**config.mk**
```make
export PLATFORM = sky130hd
export DESIGN_NAME = layer_blender
export DESIGN_NICKNAME = d
export VERILOG_FILES = /design/src/rtl/blend_pkg.sv /design/src/rtl/blend_stage.sv /design/src/rtl/layer_blender.sv
export SDC_FILE = /design/constraint.sdc
export NUM_CORES = 1
export LEC_CHECK = 0
export BUFFER_PORTS_ARGS = -buffer_cell sky130_fd_sc_hd__clkbuf_2
export CAP_MARGIN = 15
export CORE_MARGIN = 2
export CORE_UTILIZATION = 33
export CTS_CLUSTER_SIZE = 14
export DETAILED_ROUTE_END_ITERATION = 7
export PLACE_DENSITY = 0.55
export SETUP_SLACK_MARGIN = 0.4
export SLEW_MARGIN = 20
export SYNTH_ARGS = -nofsm -noshare
export SYNTH_HDL_FRONTEND = slang
export SYNTH_HIERARCHICAL = 1
export SYNTH_SLANG_ARGS = --single-unit
```
**constraint.sdc**
```tcl
create_clock -name clk -period 3 [get_ports clk]
set_input_delay 0.15 -clock clk [delete_from_list [all_inputs] [get_ports clk]]
set_output_delay 0.15 -clock clk [all_outputs]
set_load 0.02 [all_outputs]
```
**src/rtl/blend_pkg.sv**
```systemverilog
// ============================================================================
// Module      : blend_pkg
// Description : Pixel layout helpers shared by the layer compositor.
//               A pixel word is {R,G,B,A} with the 1-bit alpha in bit 0.
// Revision    : 1.0 - initial release
// ============================================================================
`default_nettype none

package blend_pkg;

    localparam int unsigned DEF_COLOR_W = 4;
    localparam int unsigned A_OFS       = 0;
    localparam int unsigned B_OFS       = 1;

    function automatic int unsigned px_width(input int unsigned cw);
        return 3 * cw + 1;
    endfunction

    function automatic int unsigned g_ofs(input int unsigned cw);
        return cw + 1;
    endfunction

    function automatic int unsigned r_ofs(input int unsigned cw);
        return 2 * cw + 1;
    endfunction

    typedef struct packed {
        logic [DEF_COLOR_W-1:0] r;
        logic [DEF_COLOR_W-1:0] g;
        logic [DEF_COLOR_W-1:0] b;
    } rgb_t;

    typedef struct packed {
        logic [DEF_COLOR_W-1:0] r;
        logic [DEF_COLOR_W-1:0] g;
        logic [DEF_COLOR_W-1:0] b;
        logic                   a;
    } rgba_t;

    function automatic rgba_t pack_rgba(input rgb_t c, input logic a);
        return '{r: c.r, g: c.g, b: c.b, a: a};
    endfunction

    // Opaque enabled pixel wins, otherwise the colour underneath shows through.
    function automatic rgb_t select_rgb(input rgba_t p, input logic en, input rgb_t under);
        return (en && p.a) ? '{r: p.r, g: p.g, b: p.b} : under;
    endfunction

endpackage

`default_nettype wire

```
**src/rtl/blend_stage.sv**
```systemverilog
// ============================================================================
// Module      : blend_stage
// Description : One registered priority-select stage of the compositor, with
//               SKEW delay registers aligning its layer pixel to the chain.
// Revision    : 1.0 - initial release
// ============================================================================
`default_nettype none

module blend_stage
    import blend_pkg::*;
#(
    parameter int COLOR_W = 4,
    parameter int SKEW    = 0
) (
    input  logic                   clk,
    input  logic                   rst,
    input  logic [3*COLOR_W:0]     px_in,
    input  logic                   en_in,
    input  logic [3*COLOR_W-1:0]   acc_in,
    output logic [3*COLOR_W-1:0]   acc_out
);

    localparam int PX_W = int'(px_width(COLOR_W));

    logic [PX_W-1:0] px_slot;
    logic            en_slot;

    if (SKEW == 0) begin : g_no_skew
        assign px_slot = px_in;
        assign en_slot = en_in;
    end else begin : g_skew
        logic [PX_W-1:0] px_sr [SKEW];
        logic            en_sr [SKEW];

        always_ff @(posedge clk or posedge rst) begin
            if (rst) begin
                for (int i = 0; i < SKEW; i++) begin
                    px_sr[i] <= '0;
                    en_sr[i] <= 1'b0;
                end
            end else begin
                px_sr[0] <= px_in;
                en_sr[0] <= en_in;
                for (int i = 1; i < SKEW; i++) begin
                    px_sr[i] <= px_sr[i-1];
                    en_sr[i] <= en_sr[i-1];
                end
            end
        end

        assign px_slot = px_sr[SKEW-1];
        assign en_slot = en_sr[SKEW-1];
    end

    always_ff @(posedge clk or posedge rst) begin
        if (rst) begin
            acc_out <= '0;
        end else begin
            acc_out <= (en_slot && px_slot[A_OFS]) ? px_slot[PX_W-1:B_OFS] : acc_in;
        end
    end

endmodule

`default_nettype wire

```
**src/rtl/layer_blender.sv**
```systemverilog
// ============================================================================
// Module      : layer_blender
// Description : N-layer alpha-priority pixel compositor, NUM_LAYERS+2 cycle
//               latency. LAYER_BLENDER_COLLISION_EN adds player/scenery
//               per-frame collision detection.
// Revision    : 1.0 - initial release
// ============================================================================
`default_nettype none

module layer_blender
    import blend_pkg::*;
#(
    parameter int                   NUM_LAYERS   = 4,
    parameter int                   COLOR_W      = 4,
    parameter logic [3*COLOR_W-1:0] BG_COLOR     = '0,
    parameter logic                 SYNC_IDLE    = 1'b1,
    parameter int                   PLAYER_LAYER = 1
) (
    input  logic                                clk,
    input  logic                                rst,
    input  logic                                in_valid,
    input  logic                                in_hsync,
    input  logic                                in_vsync,
    input  logic                                in_frame_start,
    input  logic [NUM_LAYERS*(3*COLOR_W+1)-1:0] layer_px,
    input  logic [NUM_LAYERS-1:0]               layer_en,
    output logic [COLOR_W-1:0]                  out_r,
    output logic [COLOR_W-1:0]                  out_g,
    output logic [COLOR_W-1:0]                  out_b,
    output logic                                out_hsync,
    output logic                                out_vsync,
    output logic                                out_valid
`ifdef LAYER_BLENDER_COLLISION_EN
    ,
    output logic                                collision,
    output logic                                collision_stb
`endif
);

    localparam int PX_W  = int'(px_width(COLOR_W));
    localparam int RGB_W = 3 * COLOR_W;

    // Asserts immediately, deasserts two clocks after rst falls.
    logic [1:0] rst_pipe;
    logic       rst_core;

    always_ff @(posedge clk or posedge rst) begin
        if (rst) begin
            rst_pipe <= 2'b11;
        end else begin
            rst_pipe <= {rst_pipe[0], 1'b0};
        end
    end

    assign rst_core = rst_pipe[1];

    logic [NUM_LAYERS*PX_W-1:0] px_q;
    logic [NUM_LAYERS-1:0]      en_q;
    logic [NUM_LAYERS:0]        valid_d;
    logic [NUM_LAYERS:0]        hs_d;
    logic [NUM_LAYERS:0]        vs_d;

    always_ff @(posedge clk or posedge rst_core) begin
        if (rst_core) begin
            px_q    <= '0;
            en_q    <= '0;
            valid_d <= '0;
            hs_d    <= {(NUM_LAYERS+1){SYNC_IDLE}};
            vs_d    <= {(NUM_LAYERS+1){SYNC_IDLE}};
        end else begin
            px_q    <= layer_px;
            en_q    <= layer_en;
            valid_d <= {valid_d[NUM_LAYERS-1:0], in_valid};
            hs_d    <= {hs_d[NUM_LAYERS-1:0], in_hsync};
            vs_d    <= {vs_d[NUM_LAYERS-1:0], in_vsync};
        end
    end

    logic [RGB_W-1:0] acc_chain [NUM_LAYERS+1];

    assign acc_chain[0] = BG_COLOR;

    for (genvar k = 0; k < NUM_LAYERS; k++) begin : g_stage
        blend_stage #(
            .COLOR_W (COLOR_W),
            .SKEW    (k)
        ) u_stage (
            .clk     (clk),
            .rst     (rst_core),
            .px_in   (px_q[k*PX_W +: PX_W]),
            .en_in   (en_q[k]),
            .acc_in  (acc_chain[k]),
            .acc_out (acc_chain[k+1])
        );
    end

    always_ff @(posedge clk or posedge rst_core) begin
        if (rst_core) begin
            out_r     <= '0;
            out_g     <= '0;
            out_b     <= '0;
            out_valid <= 1'b0;
            out_hsync <= SYNC_IDLE;
            out_vsync <= SYNC_IDLE;
        end else begin
            out_valid <= valid_d[NUM_LAYERS];
            out_hsync <= hs_d[NUM_LAYERS];
            out_vsync <= vs_d[NUM_LAYERS];
            {out_r, out_g, out_b} <= valid_d[NUM_LAYERS] ? acc_chain[NUM_LAYERS] : '0;
        end
    end

`ifdef LAYER_BLENDER_COLLISION_EN
    logic                hit_in;
    logic                hit_acc;
    logic [NUM_LAYERS:0] hit_d;
    logic [NUM_LAYERS:0] fs_d;

    // Layer 0 is background and never counts as scenery.
    always_comb begin
        hit_in = 1'b0;
        for (int j = 1; j < NUM_LAYERS; j++) begin
            if (j != PLAYER_LAYER && layer_en[j] && layer_px[j*PX_W]) begin
                hit_in = 1'b1;
            end
        end
        hit_in = hit_in && in_valid && layer_en[PLAYER_LAYER] && layer_px[PLAYER_LAYER*PX_W];
    end

    // The frame_start pixel's own hit seeds the new frame, not the old one.
    always_ff @(posedge clk or posedge rst_core) begin
        if (rst_core) begin
            hit_d         <= '0;
            fs_d          <= '0;
            hit_acc       <= 1'b0;
            collision     <= 1'b0;
            collision_stb <= 1'b0;
        end else begin
            hit_d <= {hit_d[NUM_LAYERS-1:0], hit_in};
            fs_d  <= {fs_d[NUM_LAYERS-1:0], in_frame_start};
            if (fs_d[NUM_LAYERS]) begin
                collision     <= hit_acc;
                hit_acc       <= hit_d[NUM_LAYERS];
                collision_stb <= 1'b1;
            end else begin
                hit_acc       <= hit_acc | hit_d[NUM_LAYERS];
                collision_stb <= 1'b0;
            end
        end
    end
`else
    logic unused_frame_start;
    assign unused_frame_start = in_frame_start;
`endif

endmodule

`default_nettype wire

```
==> results.toml <==
[clocking]
cts_setup_buffers = 0
cts_resized = 0
insertion_delay_ns = 0.50
clockBufferDepth = 3
ctsHoldBuffers = 60
cts_sinks = 220
cts-buffers-inserted = 23
h-tree-depth = 1
root_buffer = "clkbuf_16"
path_clk_slew_ns = 0.06
cts_tree = "built"

[placed_design]
place_ws_ns = 1.645
gp_congestion = 0.7047
port_buffers = 75
dp_hpwl_um = 5421

[worst_setup_path]
reg2reg_slack_ns = 1.79
cpPeakStageDelay_ns = 0.52
timing_worst_setup_path_type = "reg2out"
cp_data_arrival_time_ns = 1.16
r2r-end = "g_stage[2].u_stage/acc_out[11]"
cp_max_fo = 1
timing.rr.start = "g_stage[2].u_stage/en_slot"
cp-start-kind = "flop"
crit_slowest_cell = "dfstp_2"
critPathCaptureType = "output pin"
crit_buf_inv = 1
required_ns = 2.85
rr_worst_depth = 2
crit_chain = "clkbuf_2"
crit_family = "flip-flops"

[yosys]
syn_inst = 296
yosysWarningCount = 6
synthDistinctLibCells = 10
ys_seq_elements = 220
syn_area_mm2 = 0.006406
post_synth.cell_area_avg_um2 = 21.64
yosysSeqAreaShare = 0.8621

[cells_and_area]
num_antenna_cells = 0
register_area_mm2 = 0.005523
area_delta_synth_final_pct = 32.48
multi_input_area_um2 = 849.6
fill_cells = 1673
drive_above_1_share = 0.3912
layout.nets = 526
fin_util = 0.4492

[timing]
fin_crit_sh = 0.4379
report.final.slew_viol_count = 0
hold_viol_final = 0
max_freq_ghz = 0.7612
maxSlewHeadroom = 0.3746
setup_viol = 0
finalSetupTns_ns = 0
setup_slack_ns = 1.686
fin_worst_skew_ns = 0.01047
rsz0062_at_grt = "false"
worst_pin_slew_ns = 0.9323
fin_crit_ns = 1.314

[power_and_ir_drop]
powerDensity_mw_per_mm2 = 752.3
vdd_drop_max_v = 0.0003614
leakage_nw = 4.017

[global_routing]
antenna_found_initial = 0
grt_pass1_wl_um = 15270
first_global_vias = 3117
grt_max_degree = 87
grt.total_usage = 0.09498
overflow = 0

[die]
fp.coreArea_mm2 = 0.01889
initial_core_util = 0.3391
die_w_um = 143.3
die_area_mm2 = 0.02054
fp.dieH_um = 143.3
ioPinCount = 77
num_rows = 50

[route]
route.detailed.drc = 0
routedWlPerCell_um = 11.95
highest_layer = "met4"
first_pass_iters = 2
wl_met1_um = 3576
totalWireLength_um = 8822
vias = 2772
drt_iter0_drc = 86
postRouteAntennaNets = 0
route.met2.wl_um = 4448
met3_length_um = 538
via_per_inst = 3.756

[run_status]
status = "complete, no violations"

[job]
drv_cap = 0

[worst_hold_path]
hp-class = "reg2async"
==> synth_stat cells <==
library cell / number / area share
and2_1: 4 / 0.0039
and2_2: 8 / 0.0094
buf_6: 5 / 0.0088
conb_1: 1 / 0.00059
dfrtp_1: 206 / 0.80
dfstp_2: 14 / 0.057
inv_1: 6 / 0.0035
mux2_2: 8 / 0.014
mux2_4: 40 / 0.094
nand2_2: 4 / 0.0039
==> report_power, final <==
group          switching [W]  leakage [nW]  internal [W]
Sequential         0.0000578          2.56       0.00316
Clock                0.00105         0.383       0.00178
Combinational       0.000139          1.07      0.000188
==> how the worst max path moves through the flow <==
stage	startpoint	to	depth (start not counted)
4_1_cts	rst_pipe[1]	g_stage[3].u_stage/g_skew.px_sr[36]	1
3_3_place_gp	rst_pipe[1]	g_stage[3].u_stage/g_skew.px_sr[35]	1
6_report	out_vsync	out_vsync	1
3_5_place_dp	rst_pipe[1]	g_stage[3].u_stage/g_skew.px_sr[35]	1
5_1_grt	out_vsync	out_vsync	1
2_1_floorplan	rst_pipe[1]	en_q[0]	1
==> flip-flops by register name, summed over array words and instances (netlist names), 4 cells and up <==
register / flops
g_stage.u_stage/px_slot: 26
g_stage.u_stage/acc_out: 48
out_r: 4
valid_d: 5
out_g: 4
g_stage.u_stage/g_skew.px_sr: 52
vs_d: 5
px_q: 52
hs_d: 5
en_q: 4
out_b: 4
==> layer usage <==
layer / vias up / track usage
li1: 1268 / -
met1: 1406 / 0.1167
met2: 70 / 0.1599
met3: 28 / 0.02466
met4: 0 / 0.04025
met5: - / 0
==> cell usage in the layout, fill, tap and decap left out <==
cell type      netlist  final
conb_1               1     13
mux2_4              40     40
dlygate4sd3_1        0     60
mux2_2               8      8
inv_1                6      2
clkinv_2             0      3
bufinv_16            0      3
dfstp_2             14     14
nand2_2              4      4
clkbuf_2             0     75
clkinv_1             0      2
clkbuf_1             0      4
and2_1               4      4
clkbuf_8             0      5
inv_6                0      2
buf_4                0      1
clkinv_4             0      1
clkbuf_16            0     23
and2_2               8      8
dfrtp_1            206    206
==> layout make-up <==
| cell class | count | share of cell area |
|---|---|---|
| flip-flops and latches | 220 | 0.6507 |
| repair buffers | 136 | 0.1159 |
| multi-input cells | 77 | 0.1001 |
| clock buffers | 32 | 0.07769 |
| well taps | 260 | 0.03833 |
| clock inverters | 7 | 0.01386 |
| inverters | 6 | 0.003391 |
==> kinds of logic (layout without fill, tap and decap cells) <==
kind of cell	Yosys count	after routing	synth area share
DFF	220	220	0.8621
muxes	48	48	0.1078
and+or+nand+nor	16	16	0.01719
buffers and inverters	11	181	0.01230
other	1	13	0.0005854
==> through the flow <==
step / hold WS (ns) / power, W / cell area (um^2) / instances
floorplan: 0.06150 / 0.003447 / 6451 / 308
global placement: 0.1854 / 0.003542 / 7106 / 639
detailed placement: 0.1899 / 0.003554 / 7106 / 639
CTS: 0.2100 / 0.006509 / 8483 / 738
global route: 0.2501 / 0.006681 / 8487 / 738
finish: 0.2235 / 0.006384 / 8487 / 738
No activity file was read; power rests on OpenSTA's default activity.
